[src/rtl/imem_ctrl_pkg.sv]
// Shared types and constants for the instruction-memory boot/access controller.
// Holds the controller state encoding and the imem geometry.
package imem_ctrl_pkg;

  typedef enum logic [2:0] {
    ST_HOLD    = 3'd0,
    ST_LOAD    = 3'd1,
    ST_RELEASE = 3'd2,
    ST_RUN     = 3'd3,
    ST_DBG     = 3'd4
  } imem_ctrl_state_t;

  localparam int          IMEM_DEPTH = 64;
  localparam int          IMEM_AW    = 6;
  localparam int          IMEM_DW    = 32;
  localparam logic [31:0] NOP_INSTR  = 32'h00000000;

endpackage

[src/rtl/imem_boot_ctrl.sv]
// Boot loader and read-port arbiter for the MIPS instruction memory: streams a
// program into imem while the core is held in reset, then shares the read port with debug reads.
module imem_boot_ctrl
  import imem_ctrl_pkg::*;
#(
  parameter int DEPTH = IMEM_DEPTH,
  parameter int AW    = IMEM_AW,
  parameter int DW    = IMEM_DW
) (
  input  logic          clk,
  input  logic          reset,
  input  logic          load_start,
  input  logic          s_valid,
  input  logic [DW-1:0] s_data,
  input  logic          s_last,
  output logic          s_ready,
  output logic          imem_we,
  output logic [AW-1:0] imem_wa,
  output logic [DW-1:0] imem_wd,
  output logic [AW-1:0] imem_a,
  input  logic [DW-1:0] imem_rd,
  input  logic [AW-1:0] pc_addr,
  output logic [DW-1:0] instr,
  output logic          cpu_reset,
  output logic          cpu_stall,
  input  logic          dbg_req,
  input  logic [AW-1:0] dbg_addr,
  output logic [DW-1:0] dbg_rdata,
  output logic          dbg_ack,
  output logic          done,
  output logic          ovf,
  output logic [AW:0]   word_count
);

  // Stream handshake: a beat transfers on a rising edge where s_valid and
  // s_ready are both high; s_ready is high for the whole LOAD state.

  imem_ctrl_state_t state, next_state;
  logic [AW-1:0]    addr_cnt;
  logic             load_go;
  logic             beat;
  logic             at_end;
  logic             dbg_go;

  assign at_end = (addr_cnt == AW'(DEPTH - 1));
  assign beat   = (state == ST_LOAD) && s_valid;
  // A request still held high during its ack cycle must not start a second read.
  assign dbg_go = dbg_req && !dbg_ack;

  always_comb begin
    next_state = state;
    load_go    = 1'b0;
    cpu_reset  = 1'b1;
    cpu_stall  = 1'b0;
    s_ready    = 1'b0;
    imem_we    = 1'b0;
    imem_wa    = '0;
    imem_wd    = '0;
    imem_a     = pc_addr;
    instr      = imem_rd;
    unique case (state)
      ST_HOLD: begin
        if (load_start) begin
          next_state = ST_LOAD;
          load_go    = 1'b1;
        end else if (dbg_go) begin
          next_state = ST_DBG;
        end
      end
      ST_LOAD: begin
        s_ready = 1'b1;
        imem_we = s_valid;
        imem_wa = addr_cnt;
        imem_wd = s_data;
        if (s_valid && (s_last || at_end)) next_state = ST_RELEASE;
      end
      ST_RELEASE: next_state = ST_RUN;
      ST_RUN: begin
        cpu_reset = 1'b0;
        if (load_start) begin
          next_state = ST_LOAD;
          load_go    = 1'b1;
          cpu_reset  = 1'b1;
        end else if (dbg_go) begin
          next_state = ST_DBG;
        end
      end
      ST_DBG: begin
        cpu_reset  = !done;
        cpu_stall  = 1'b1;
        imem_a     = dbg_addr;
        instr      = DW'(NOP_INSTR);
        next_state = done ? ST_RUN : ST_HOLD;
      end
      default: next_state = ST_HOLD;
    endcase
  end

  always_ff @(posedge clk or posedge reset) begin
    if (reset) begin
      state      <= ST_HOLD;
      addr_cnt   <= '0;
      word_count <= '0;
      ovf        <= 1'b0;
      done       <= 1'b0;
      dbg_rdata  <= '0;
      dbg_ack    <= 1'b0;
    end else begin
      state   <= next_state;
      dbg_ack <= (state == ST_DBG);
      if (state == ST_DBG) dbg_rdata <= imem_rd;
      if (state == ST_RELEASE) done <= 1'b1;
      if (load_go) begin
        addr_cnt   <= '0;
        word_count <= '0;
        ovf        <= 1'b0;
      end else if (beat) begin
        // The counter only wraps on the final beat of a full load, after which LOAD exits.
        addr_cnt <= addr_cnt + 1'b1;
        if (word_count != (AW+1)'(DEPTH)) word_count <= word_count + 1'b1;
        if (at_end && !s_last) ovf <= 1'b1;
      end
    end
  end

endmodule

[config.mk]
export PLATFORM = sky130hd
export DESIGN_NAME = imem_boot_ctrl
export DESIGN_NICKNAME = d
export VERILOG_FILES = /design/src/rtl/imem_ctrl_pkg.sv /design/src/rtl/imem_boot_ctrl.sv
export SDC_FILE = /design/constraint.sdc
export NUM_CORES = 1
export LEC_CHECK = 0
export ABC_CLOCK_PERIOD_IN_PS = 1950
export BUFFER_PORTS_ARGS = -buffer_cell sky130_fd_sc_hd__buf_2
export CAP_MARGIN = 40
export CORE_MARGIN = 2
export CORE_UTILIZATION = 40
export CTS_BUF_LIST = sky130_fd_sc_hd__clkbuf_16
export CTS_CLUSTER_SIZE = 24
export DETAILED_ROUTE_END_ITERATION = 7
export GPL_TIMING_DRIVEN = 0
export PLACE_DENSITY = 0.89
export SLEW_MARGIN = 20
export SYNTH_ARGS = -nofsm -noshare
export SYNTH_HDL_FRONTEND = slang
export SYNTH_SLANG_ARGS = --single-unit
[constraint.sdc]
create_clock -name clk -period 1.95 [get_ports clk]
set_input_delay 0 -clock clk [delete_from_list [all_inputs] [get_ports clk]]
set_output_delay 0 -clock clk [all_outputs]
set_load 0.03 [all_outputs]
==> reports/qor.csv, run 1 <==
stage;metric;value;unit
worst_setup_path;Critical Path AT;1870;ps
job;maxcap violations;0;
global_route;total gr overflow;0;
drt;Post-DRT Antenna Nets;0;
timing;slew margin rel.;62.1;%
clock_tree;Worst-path clk slew;60;ps
timing;final critical-path required period;1870;ps
worst_hold_path;hold endpoint;state[2]$_DFFE_PP0P_;
timing;# setup viols final;0;
pwr;Logic pwr share;58.9;%
worst_setup_path;Worst R2R Start;word_count[3]$_DFFE_PP0P_;
timing;setup ws final;79.7;ps
global_route;vias in the first global route;2825;
clock_tree;Clock Latency Late Sink;280;ps
worst_setup_path;Critical R2R Capture;word_count[2]$_DFFE_PP0P_;
worst_hold_path;Hold Path Class;in2reg;
floorplanning;Starting Density;41.9;%
yosys;synth unique cells;35;
pwr;clock share of power;13.4;%
yosys;gate count of the mapped netlist;251;
worst_hold_path;Cells on Worst Hold Path;4;
yosys;Syn Nets;336;
pwr;Seq pwr share;27.7;%
global_route;largest net degree at the start of global routing;27;
place;Inst Count DP;532;
run_status;outcome;finished, final reports clean;
timing;Setup Skew;5.86;ps
drt;DRT iter0 DRCs;94;
final_layout;commonest non-fill, non-tap cells in the layout;buf_2, dfrtp_1, mux2_1, and2_1, dlygate4sd3_1;
pwr;Pwr per Cell Area;1410;nW/um^2
place;HPWL Detailed;6.03;mm
yosys;YS warnings;0;
worst_setup_path;worst path required time;1950;ps
pwr;Leakage;0.00240;uW
final_layout;commonest non-fill, non-tap cell in the layout;buf_2;
yosys;sequential share of the synthesized area;47.2;%
final_layout;fin cells;576;
floorplanning;Ports;204;
pwr;Switching Power;3030;uW
yosys;#FFs+latches synth;51;
pwr;maximum VDD drop;0.802;mV
clock_tree;clk root buf;clkbuf_16;
global_route;antenna violations before repair;0;
clock_tree;clock tree buffer depth;2;
floorplanning;die area;7440;sq um
worst_setup_path;FF-to-FF setup slack;280;ps
drt;DRC viols;0;
timing;Final Cycle Share;95.9;%
pwr;Sw Ratio;49.2;%
timing;slew at the pin closest to its max-slew limit;568;ps
place;Final Wtd Congestion;0.837;
worst_setup_path;worst setup path category;reg2out;
timing;post-route setup TNS;0;ps
worst_hold_path;HP Start;load_start;
yosys;Post-Syn Area;2710;sq um
worst_setup_path;cell depth of the worst flop-to-flop path;4;
drt;drt total wl;8.42;mm
worst_setup_path;crit path cell chain;buf_2 -> nor3b_2 -> buf_4 -> buf_4 -> mux2_1 -> buf_2;
floorplanning;Rows;29;
floorplanning;core box area;6460;sq um
timing;fin. max-slew vios;0;
floorplanning;Die Ht;86.3;microns
final_layout;P&R area growth vs syn;60.8;%
drt;Vias per Instance;4.86;
pwr;Power Total;6160;uW
final_layout;fraction of layout cells with a size suffix above 1;46.9;%
clock_tree;CTS tree;yes;
timing;Max Fclk;0.535;GHz
final_layout;Inserted Diodes;0;
worst_setup_path;Crit. End Element;primary output;
yosys;synthesized area per cell;10.8;sq um
place;post-place setup slack;197;ps
pwr;Int Power;3130;uW
worst_setup_path;crit start category;register;
clock_tree;clk sink count;51;
drt;drt first pass iters;6;
drt;vias;2801;
final_layout;filler cell count in the final layout;493;
worst_setup_path;CP peak stage delay;350;ps
global_route;first-pass GRT wire length;13.0;mm
timing;Hold Vio Cnt, Final;0;
global_route;gr usage total;22.1;%
worst_setup_path;Max Fanout on Critical Path;10;
drt;WL/cell;14.6;microns
worst_setup_path;slowest CP cell;mux2_1;
place;port bufs;203;
clock_tree;# H-tree levels;2;
clock_tree;CTS Buf Count;5;
floorplanning;die width;86.3;microns
final_layout;Final #Nets;583;
-- how the worst max path moves through the flow --
stage	from	end	slack, ps	cells past startpoint
floorplan	state[2]$_DFFE_PP0P_	cpu_reset	240	5
global placement	reset	dbg_rdata[22]$_DFFE_PP0P_	60	2
detailed placement	state[2]$_DFFE_PP0P_	imem_a[1]	200	6
CTS	state[2]$_DFFE_PP0P_	imem_a[1]	8	6
global route	state[2]$_DFFE_PP0P_	imem_a[3]	-9	6
finish	state[2]$_DFFE_PP0P_	imem_a[3]	80	6
-- power by group through the flow --
stage / combinational, uW / clock [uW] / sequential [uW]
6_report: 3630 / 823 / 1710
5_1_grt: 3860 / 890 / 1770
4_1_cts: 3590 / 856 / 1700
3_5_place_dp: 3540 / 0 / 1710
3_3_place_gp: 3470 / 0 / 1680
2_1_floorplan: 1780 / 0 / 2400
-- area by class of cell --
cell class / count / area (sq um) / area share, %
Clock inverter: 3 / 15.0 / 0.345
Tap cell: 77 / 96.3 / 2.21
Sequential cell: 51 / 1280 / 29.3
Clock buffer: 5 / 125 / 2.87
Inverter: 4 / 15.0 / 0.345
Timing Repair Buffer: 240 / 1390 / 32.0
Multi-Input combinational cell: 180 / 1340 / 30.8
Buffer: 16 / 91.3 / 2.10
-- Yosys cell counts, drive strengths merged --
| cell type | instances | share of area (%) |
|---|---|---|
| dfrtp | 51 | 47 |
| and2 | 38 | 8.8 |
| mux2 | 38 | 16 |
| nor2b | 32 | 7.4 |
| nor2 | 16 | 2.2 |
| buf | 12 | 2.3 |
| nand2 | 9 | 1.2 |
| xor2 | 8 | 2.6 |
| nand4 | 7 | 1.6 |
| clkbuf | 4 | 0.55 |
| inv | 4 | 0.55 |
| nand2b | 4 | 0.92 |
| and3 | 3 | 0.69 |
| ha | 3 | 1.4 |
| a21o | 2 | 0.55 |
| mux2i | 2 | 0.74 |
| xnor2 | 2 | 0.65 |
| a31oi | 1 | 0.23 |
| a32oi | 1 | 0.32 |
| a41oi | 1 | 0.32 |
| and3b | 1 | 0.32 |
| and4bb | 1 | 0.46 |
| nand3 | 1 | 0.18 |
| nor3 | 1 | 0.18 |
| nor3b | 1 | 0.28 |
| o21ai | 1 | 0.18 |
| o21bai | 1 | 0.28 |
| o2bb2a | 1 | 0.37 |
| o311a | 1 | 0.37 |
| o311ai | 1 | 0.32 |
| o31a | 1 | 0.32 |
| o31ai | 1 | 0.28 |
| or4b | 1 | 0.37 |
-- state kept, by name (all words and copies together) (netlist names) --
signal      count
word_count      7
addr_cnt        6
done            1
ovf             1
dbg_ack         1
dbg_rdata      32
state           3
-- kinds of logic (layout without fill, tap and decap cells) --
logic type	after synthesis	count (layout)	share of synthesized area (%)
AND/OR/NAND/NOR	115	115	24.7
XOR/XNOR	10	10	3.24
flip-flops	51	51	47.2
adder cells (fa/ha/maj)	3	3	1.39
multiplexers	40	40	16.6
buffers and inverters	20	268	3.42
AO/OA/AOI/OAI	12	12	3.56
-- worst max-delay path: cells and delay by family (launching register included) --
kind,cells,cell delay (ps)
muxes,1,350
and+or+nand+nor,1,180
buffers and inverters,4,750
DFF,1,320
-- stage by stage --
step	instance area [sq um]	hold slack [ps]	utilization (%)
6_report	4350	44.8	67.4
5_1_grt	4350	46.0	67.4
4_1_cts	4310	27.8	66.8
3_5_place_dp	3840	96.2	59.4
3_3_place_gp	3820	225	59.1
2_1_floorplan	2710	135	-
-- repair_timing --
item / in CTS / in global routing
setup buffers: 0 / 3
gates resized for setup: 2 / 12
endpoints found under the hold margin: 57 / 0
hold buffers: 33 / 0
setup endpoints to repair: 7 / 60
-- layer usage --
layer / part of all wire, % / track usage (%)
met5: 0 / 0
met4: 2.1 / 7.95
met3: 8.1 / 4.95
met2: 53 / 42.3
met1: 36 / 23.6
Power figures use the tool's default switching activity.
==> run 2, diff against run 1 <==
- MAX_ROUTING_LAYER: not set -> met4
==> run 2 against run 1 <==
Net effect:
- clock power about the same
- register-to-register slack about the same
- hold slack is essentially flat
- largest cell class unchanged
- first-iteration DRC count shrank 5.3%
- worst setup slack better by 2.5 ps
- die area is the same
- utilization is the same
==> reports/qor.csv, run 2 (synthesis gave the netlist of run 1 again) <==
stage;metric;value;unit;change
final_layout;Storage cell area;1280;sq um;unchanged
global_route;gr usage total;22.8;%;+0.68 points
pwr;Switching Power;3030;uW;about the same
pwr;Pwr per Cell Area;1410;nW/um^2;about the same
timing;fin. max-slew vios;0;;unchanged
place;Final Wtd Congestion;0.850;;+1.5%
final_layout;design area;4350;sq um;unchanged
clock_tree;Worst-path clk slew;60;ps;about the same
final_layout;filler cell count in the final layout;493;;unchanged
drt;WL/cell;14.6;microns;-0.26%
pwr;Int Power;3130;uW;about the same
timing;slew at the pin closest to its max-slew limit;570;ps;+1.17 ps
clock_tree;Clock Latency Late Sink;280;ps;about the same
final_layout;fraction of layout cells with a size suffix above 1;46.9;%;unchanged
clock_tree;# H-tree levels;2;;unchanged
final_layout;Largest regs;dbg_rdata: 32 flops, word_count: 7 flops, addr_cnt: 6 flops;;
floorplanning;Starting Density;41.9;%;unchanged
final_layout;commonest non-fill, non-tap cell in the layout;buf_2;;
drt;drt first pass iters;4;;-2
final_layout;commonest non-fill, non-tap cells in the layout;buf_2, dfrtp_1, mux2_1, and2_1, dlygate4sd3_1;;
worst_setup_path;Max Fanout on Critical Path;10;;unchanged
final_layout;area of the multi-input gates;1340;sq um;unchanged
drt;Post-DRT Antenna Nets;0;;unchanged
worst_hold_path;Hold Path Class;in2reg;;
timing;hold slack;45.2;ps;+0.346 ps
worst_setup_path;Crit. End Element;primary output;;
pwr;maximum VDD drop;0.802;mV;about the same
floorplanning;Ports;204;;unchanged
final_layout;max FFs per register;32;;unchanged
worst_setup_path;Critical Path AT;1870;ps;about the same
worst_setup_path;worst path required time;1950;ps;about the same
clock_tree;CTS Buf Count;5;;unchanged
timing;Final Cycle Share;95.8;%;-0.13 points
timing;Max Fclk;0.535;GHz;+0.13%
final_layout;fin util;67.4;%;unchanged
place;HPWL Detailed;6.03;mm;unchanged
timing;setup ws final;82.1;ps;+2.47 ps
timing;Setup Skew;5.61;ps;-0.254 ps
drt;vias;2796;;-0.18%
pwr;Logic pwr share;58.9;%;about the same
clock_tree;clk sink count;51;;unchanged
timing;final critical-path required period;1870;ps;-2.47 ps
final_layout;Final #Nets;583;;unchanged
timing;# setup viols final;0;;unchanged
final_layout;P&R area growth vs syn;60.8;%;unchanged
floorplanning;Rows;29;;unchanged
worst_setup_path;worst setup path category;reg2out;;
global_route;first-pass GRT wire length;13.0;mm;unchanged
place;port bufs;203;;unchanged
pwr;Seq pwr share;27.7;%;about the same
global_route;antenna violations before repair;0;;unchanged
place;post-place setup slack;197;ps;unchanged
global_route;largest net degree at the start of global routing;27;;unchanged
pwr;Leakage;0.00240;uW;unchanged
floorplanning;die width;86.3;microns;unchanged
run_status;outcome;finished, final reports clean;;
pwr;clock share of power;13.4;%;about the same
drt;DRC viols;0;;unchanged
pwr;Sw Ratio;49.2;%;about the same
timing;Hold Vio Cnt, Final;0;;unchanged
drt;DRT iter0 DRCs;89;;-5.3%
clock_tree;clk root buf;clkbuf_16;;
place;Placed Instance Area;3840;sq um;unchanged
global_route;total gr overflow;0;;unchanged
final_layout;Inserted Diodes;0;;unchanged
drt;Vias per Instance;4.85;;-0.18%
drt;drt total wl;8.40;mm;-0.26%
timing;slew margin rel.;62.0;%;-0.078 points
final_layout;Biggest register;dbg_rdata;;
floorplanning;die area;7440;sq um;unchanged
worst_setup_path;crit start category;register;;
floorplanning;Die Ht;86.3;microns;unchanged
clock_tree;clock tree buffer depth;2;;unchanged
clock_tree;CTS tree;yes;;
floorplanning;core box area;6460;sq um;unchanged
global_route;vias in the first global route;2822;;-0.11%
job;maxcap violations;0;;unchanged
==> run 2: worst paths after layout <==
path / start / end / slack, ps / cells past startpoint
hold reg to reg: dbg_rdata[17]$_DFFE_PP0P_ / dbg_rdata[17]$_DFFE_PP0P_ / 480 / 1
max in group asynchronous: reset / dbg_rdata[25]$_DFFE_PP0P_ / 1080 / 4
setup / recovery: state[2]$_DFFE_PP0P_ / imem_a[3] / 80 / 6
min in group asynchronous: reset / word_count[2]$_DFFE_PP0P_ / 330 / 3
hold / removal: dbg_req / state[2]$_DFFE_PP0P_ / 50 / 3
setup reg to reg: word_count[3]$_DFFE_PP0P_ / word_count[2]$_DFFE_PP0P_ / 280 / 4
==> run 2: timing repair <==
item,4_1_cts,5_1_grt
gates resized for setup,2,12
hold buffers,33,0
hold endpoints to repair,57,0
endpoints found under the setup margin,7,60
buffers inserted,0,3
==> run 2: area by class of cell <==
class / instances / share of cell area (%)
Timing Repair Buffer: 240 / 32.0
Buffer: 16 / 2.10
Inverter: 4 / 0.345
Tap cell: 77 / 2.21
Clock inverter: 3 / 0.345
Sequential cell: 51 / 29.3
Clock buffer: 5 / 2.87
Multi-Input combinational cell: 180 / 30.8
==> run 2: power by group through the flow <==
| stage | Clock [uW] | Combinational (uW) | Sequential [uW] |
|---|---|---|---|
| after floorplan | 0 | 1780 | 2400 |
| after global placement | 0 | 3470 | 1680 |
| after detailed placement | 0 | 3540 | 1710 |
| after CTS | 856 | 3590 | 1700 |
| after global routing | 893 | 3860 | 1770 |
| final | 823 | 3630 | 1710 |
==> run 2: worst max-delay path, stage by stage, from the launching register on <==
cell	delay (ps)
dfrtp_1	320
buf_2	180
nor3b_2	180
buf_4	180
buf_4	200
mux2_1	340
buf_2	180
==> run 2: per-stage QoR <==
step,setup TNS (ps),instances,power [uW]
2_1_floorplan,0,251,4180
3_3_place_gp,0,531,5160
3_5_place_dp,0,532,5240
4_1_cts,0,573,6150
5_1_grt,-21.7,576,6520
6_report,0,576,6150
==> run 2: layer usage <==
layer / global-route usage [%] / vias up / share of wire [%]
li1: - / 1331 / -
met1: 24.3 / 1292 / 37
met2: 42.1 / 159 / 53
met3: 4.29 / 14 / 8.0
met4: 7.95 / 0 / 2.1
met5: - / - / 0
==> run 3, diff against run 2 <==
- BUFFER_PORTS_ARGS: -buffer_cell sky130_fd_sc_hd__buf_2 -> not set
- CELL_PAD_IN_SITES_DETAIL_PLACEMENT: not set -> 0
- CELL_PAD_IN_SITES_GLOBAL_PLACEMENT: not set -> 1
- CORE_UTILIZATION: 40 -> 44
- DONT_BUFFER_PORTS: not set -> 1
- PLACE_DENSITY: 0.89 -> 0.87
==> run 3 against run 2 <==
Net effect:
- critical path depth decreased by 1
- sequential power grew 47%
- utilization decreased by 9.9 points
- via count fell by 27%
- sequential share of layout area increased by 8.2 points
- register-to-register slack worse by 170 ps
- hold slack better by 42 ps
- power shrank 11%
- worst setup slack lost 5.5 ps
- clock power fell by 1%
- critical endpoint is now instr[28]
==> reports/qor.csv, run 3 (synthesis gave the netlist of run 1 again) <==
stage;metric;value;unit;change
place;Final Wtd Congestion;0.784;;-7.7%
final_layout;commonest non-fill, non-tap cell in the layout;dfrtp_1;;
global_route;first-pass GRT wire length;9.81;mm;-25%
drt;Post-DRT Antenna Nets;0;;unchanged
timing;# setup viols final;0;;unchanged
clock_tree;clk root buf;clkbuf_16;;
clock_tree;# H-tree levels;2;;unchanged
floorplanning;Die Ht;82.4;microns;-4.4%
pwr;maximum VDD drop;0.908;mV;+13%
clock_tree;Worst-path clk slew;70;ps;about the same
drt;WL/cell;18.7;microns;+28%
floorplanning;Starting Density;45.7;%;+3.8 points
worst_setup_path;crit path cell chain;buf_2 -> nor3b_1 -> buf_4 -> buf_2 -> nor2b_1;;
drt;drt total wl;6.93;mm;-17%
final_layout;filler cell count in the final layout;488;;-1.0%
drt;drt first pass iters;4;;unchanged
clock_tree;clk sink count;51;;unchanged
pwr;Seq pwr share;45.7;%;+18 points
worst_setup_path;CP delay by family, top;simple AND/OR/NAND/NOR gates;;
worst_setup_path;crit start category;register;;
floorplanning;die area;6790;sq um;-8.7%
drt;Vias per Instance;5.54;;+14%
final_layout;Biggest register;dbg_rdata;;
worst_hold_path;Hold Path Class;in2reg;;
timing;fin. max-slew vios;0;;unchanged
pwr;Int Power;2630;uW;-16%
pwr;Sw Ratio;52.0;%;+2.8 points
timing;hold slack;86.9;ps;+41.7 ps
global_route;gr usage total;20.1;%;-2.7 points
timing;unrepaired setup endpoints after global routing;yes;;
place;Inst Count DP;327;;-39%
final_layout;fin cells;370;;-36%
timing;setup ws final;76.7;ps;-5.48 ps
worst_setup_path;CP peak stage delay;520;ps;+180 ps
timing;Hold Vio Cnt, Final;0;;unchanged
timing;final critical-path required period;1870;ps;+5.48 ps
pwr;Pwr per Cell Area;1610;nW/um^2;+14%
final_layout;Inserted Diodes;0;;unchanged
final_layout;P&R area growth vs syn;25.8;%;
pwr;Leakage;0.00156;uW;-35%
timing;Max Fclk;0.534;GHz;-0.29%
floorplanning;Rows;28;;-3.4%
final_layout;Largest regs;dbg_rdata: 32 flops, word_count: 7 flops, addr_cnt: 6 flops;;
floorplanning;core box area;5920;sq um;-8.3%
worst_setup_path;worst setup path category;reg2out;;
timing;Setup Skew;7.09;ps;+1.48 ps
clock_tree;CTS tree;yes;;
global_route;largest net degree at the start of global routing;29;;+7.4%
worst_setup_path;Crit. End Element;primary output;;
clock_tree;Clock Latency Late Sink;280;ps;about the same
clock_tree;clock tree buffer depth;2;;unchanged
final_layout;Final #Nets;380;;-35%
timing;Final Cycle Share;96.1;%;+0.28 points
pwr;Switching Power;2850;uW;-5.8%
floorplanning;die width;82.4;microns;-4.4%
pwr;clock share of power;14.8;%;+1.4 points
worst_setup_path;worst path required time;1950;ps;about the same
place;port bufs;0;;-100%
place;HPWL Detailed;5.09;mm;-16%
timing;slew at the pin closest to its max-slew limit;621;ps;+51.5 ps
drt;DRT iter0 DRCs;145;;+63%
drt;vias;2048;;-27%
worst_setup_path;most used cell along the critical path;buf_2;;
worst_setup_path;slowest CP cell;nor2b_1;;
run_status;outcome;finished, final reports clean;;
final_layout;fraction of layout cells with a size suffix above 1;22.4;%;-25 points
global_route;total gr overflow;0;;unchanged
worst_setup_path;Critical Path AT;1870;ps;about the same
pwr;Logic pwr share;39.4;%;-20 points
place;post-place setup slack;-39.6;ps;-236 ps
clock_tree;CTS Buf Count;5;;unchanged
worst_setup_path;Max Fanout on Critical Path;11;;+1
final_layout;commonest non-fill, non-tap cells in the layout;dfrtp_1, dlygate4sd3_1, mux2_1;;
worst_setup_path;critical path buffer and inverter count;3;;-1
timing;slew margin rel.;58.5;%;-3.5 points
drt;DRC viols;0;;unchanged
floorplanning;Ports;204;;unchanged
global_route;antenna violations before repair;1;;+1
global_route;vias in the first global route;2018;;-28%
job;maxcap violations;0;;unchanged
final_layout;max FFs per register;32;;unchanged
clock_tree;post-CTS setup buffers;0;;unchanged
-- run 3: power groups by stage --
stage	registers (uW)	logic [uW]	clock network (uW)
after floorplan	2400	1780	0
after CTS	2510	2100	845
after detailed placement	2510	2020	0
after global routing	2560	2370	877
final	2510	2160	813
after global placement	2510	1970	0
-- run 3: worst register-to-register path, delay by kind of cell (launching register included) --
kind / cells / cell delay [ps]
flip-flops: 1 / 540
multiplexers: 1 / 170
AO/OA/AOI/OAI: 1 / 320
AND/OR/NAND/NOR: 2 / 720
-- run 3: cell type report --
cell class / count / area [sq um] / area share [%]
multi-input cells: 180 / 1410 / 41.4
flip-flops and latches: 51 / 1280 / 37.5
repair buffers: 37 / 380 / 11.2
clock buffers: 5 / 125 / 3.68
plain buffers: 16 / 93.8 / 2.76
well taps: 75 / 93.8 / 2.76
inverters: 4 / 15.0 / 0.441
clock inverters: 2 / 8.76 / 0.257
-- run 3: path summary, 6_finish.rpt --
| path | from | endpoint | depth (start not counted) | slack (ps) |
|---|---|---|---|---|
| setup / recovery | state[2]$_DFFE_PP0P_ | instr[28] | 5 | 80 |
| hold / removal | load_start | word_count[5]$_DFFE_PP0P_ | 3 | 90 |
| setup reg to reg | word_count[4]$_DFFE_PP0P_ | word_count[2]$_DFFE_PP0P_ | 4 | 110 |
| hold reg to reg | addr_cnt[1]$_DFFE_PP0P_ | addr_cnt[1]$_DFFE_PP0P_ | 2 | 580 |
| max in group asynchronous | reset | word_count[3]$_DFFE_PP0P_ | 3 | 1210 |
| min in group asynchronous | reset | word_count[2]$_DFFE_PP0P_ | 2 | 210 |
-- run 3: what timing repair did --
action | CTS | global route
gates cloned | 0 | 0
hold buffers | 36 | 0
hold endpoints to repair | 58 | 0
endpoints found under the setup margin | 35 | 64
resized for setup | 14 | 45
-- run 3: routing by layer --
| metal | vias up | share of wire, % | global-route usage (%) |
|---|---|---|---|
| met5 | - | 0 | - |
| met4 | 0 | 1.6 | 7.50 |
| met3 | 10 | 7.8 | 4.02 |
| met2 | 117 | 55 | 35.6 |
| met1 | 1001 | 36 | 22.3 |
| li1 | 920 | - | - |
-- run 3: stage by stage --
step                      total power (uW)  TNS (ps)  util (%)  cell area, sq um
after floorplan                       4180         0         -              2710
after global placement                4480     -30.4      47.3              2800
after detailed placement              4540     -39.6      47.6              2820
after CTS                             5460     -15.6      56.3              3340
after global routing                  5800      -424      57.5              3400
final                                 5480         0      57.5              3400
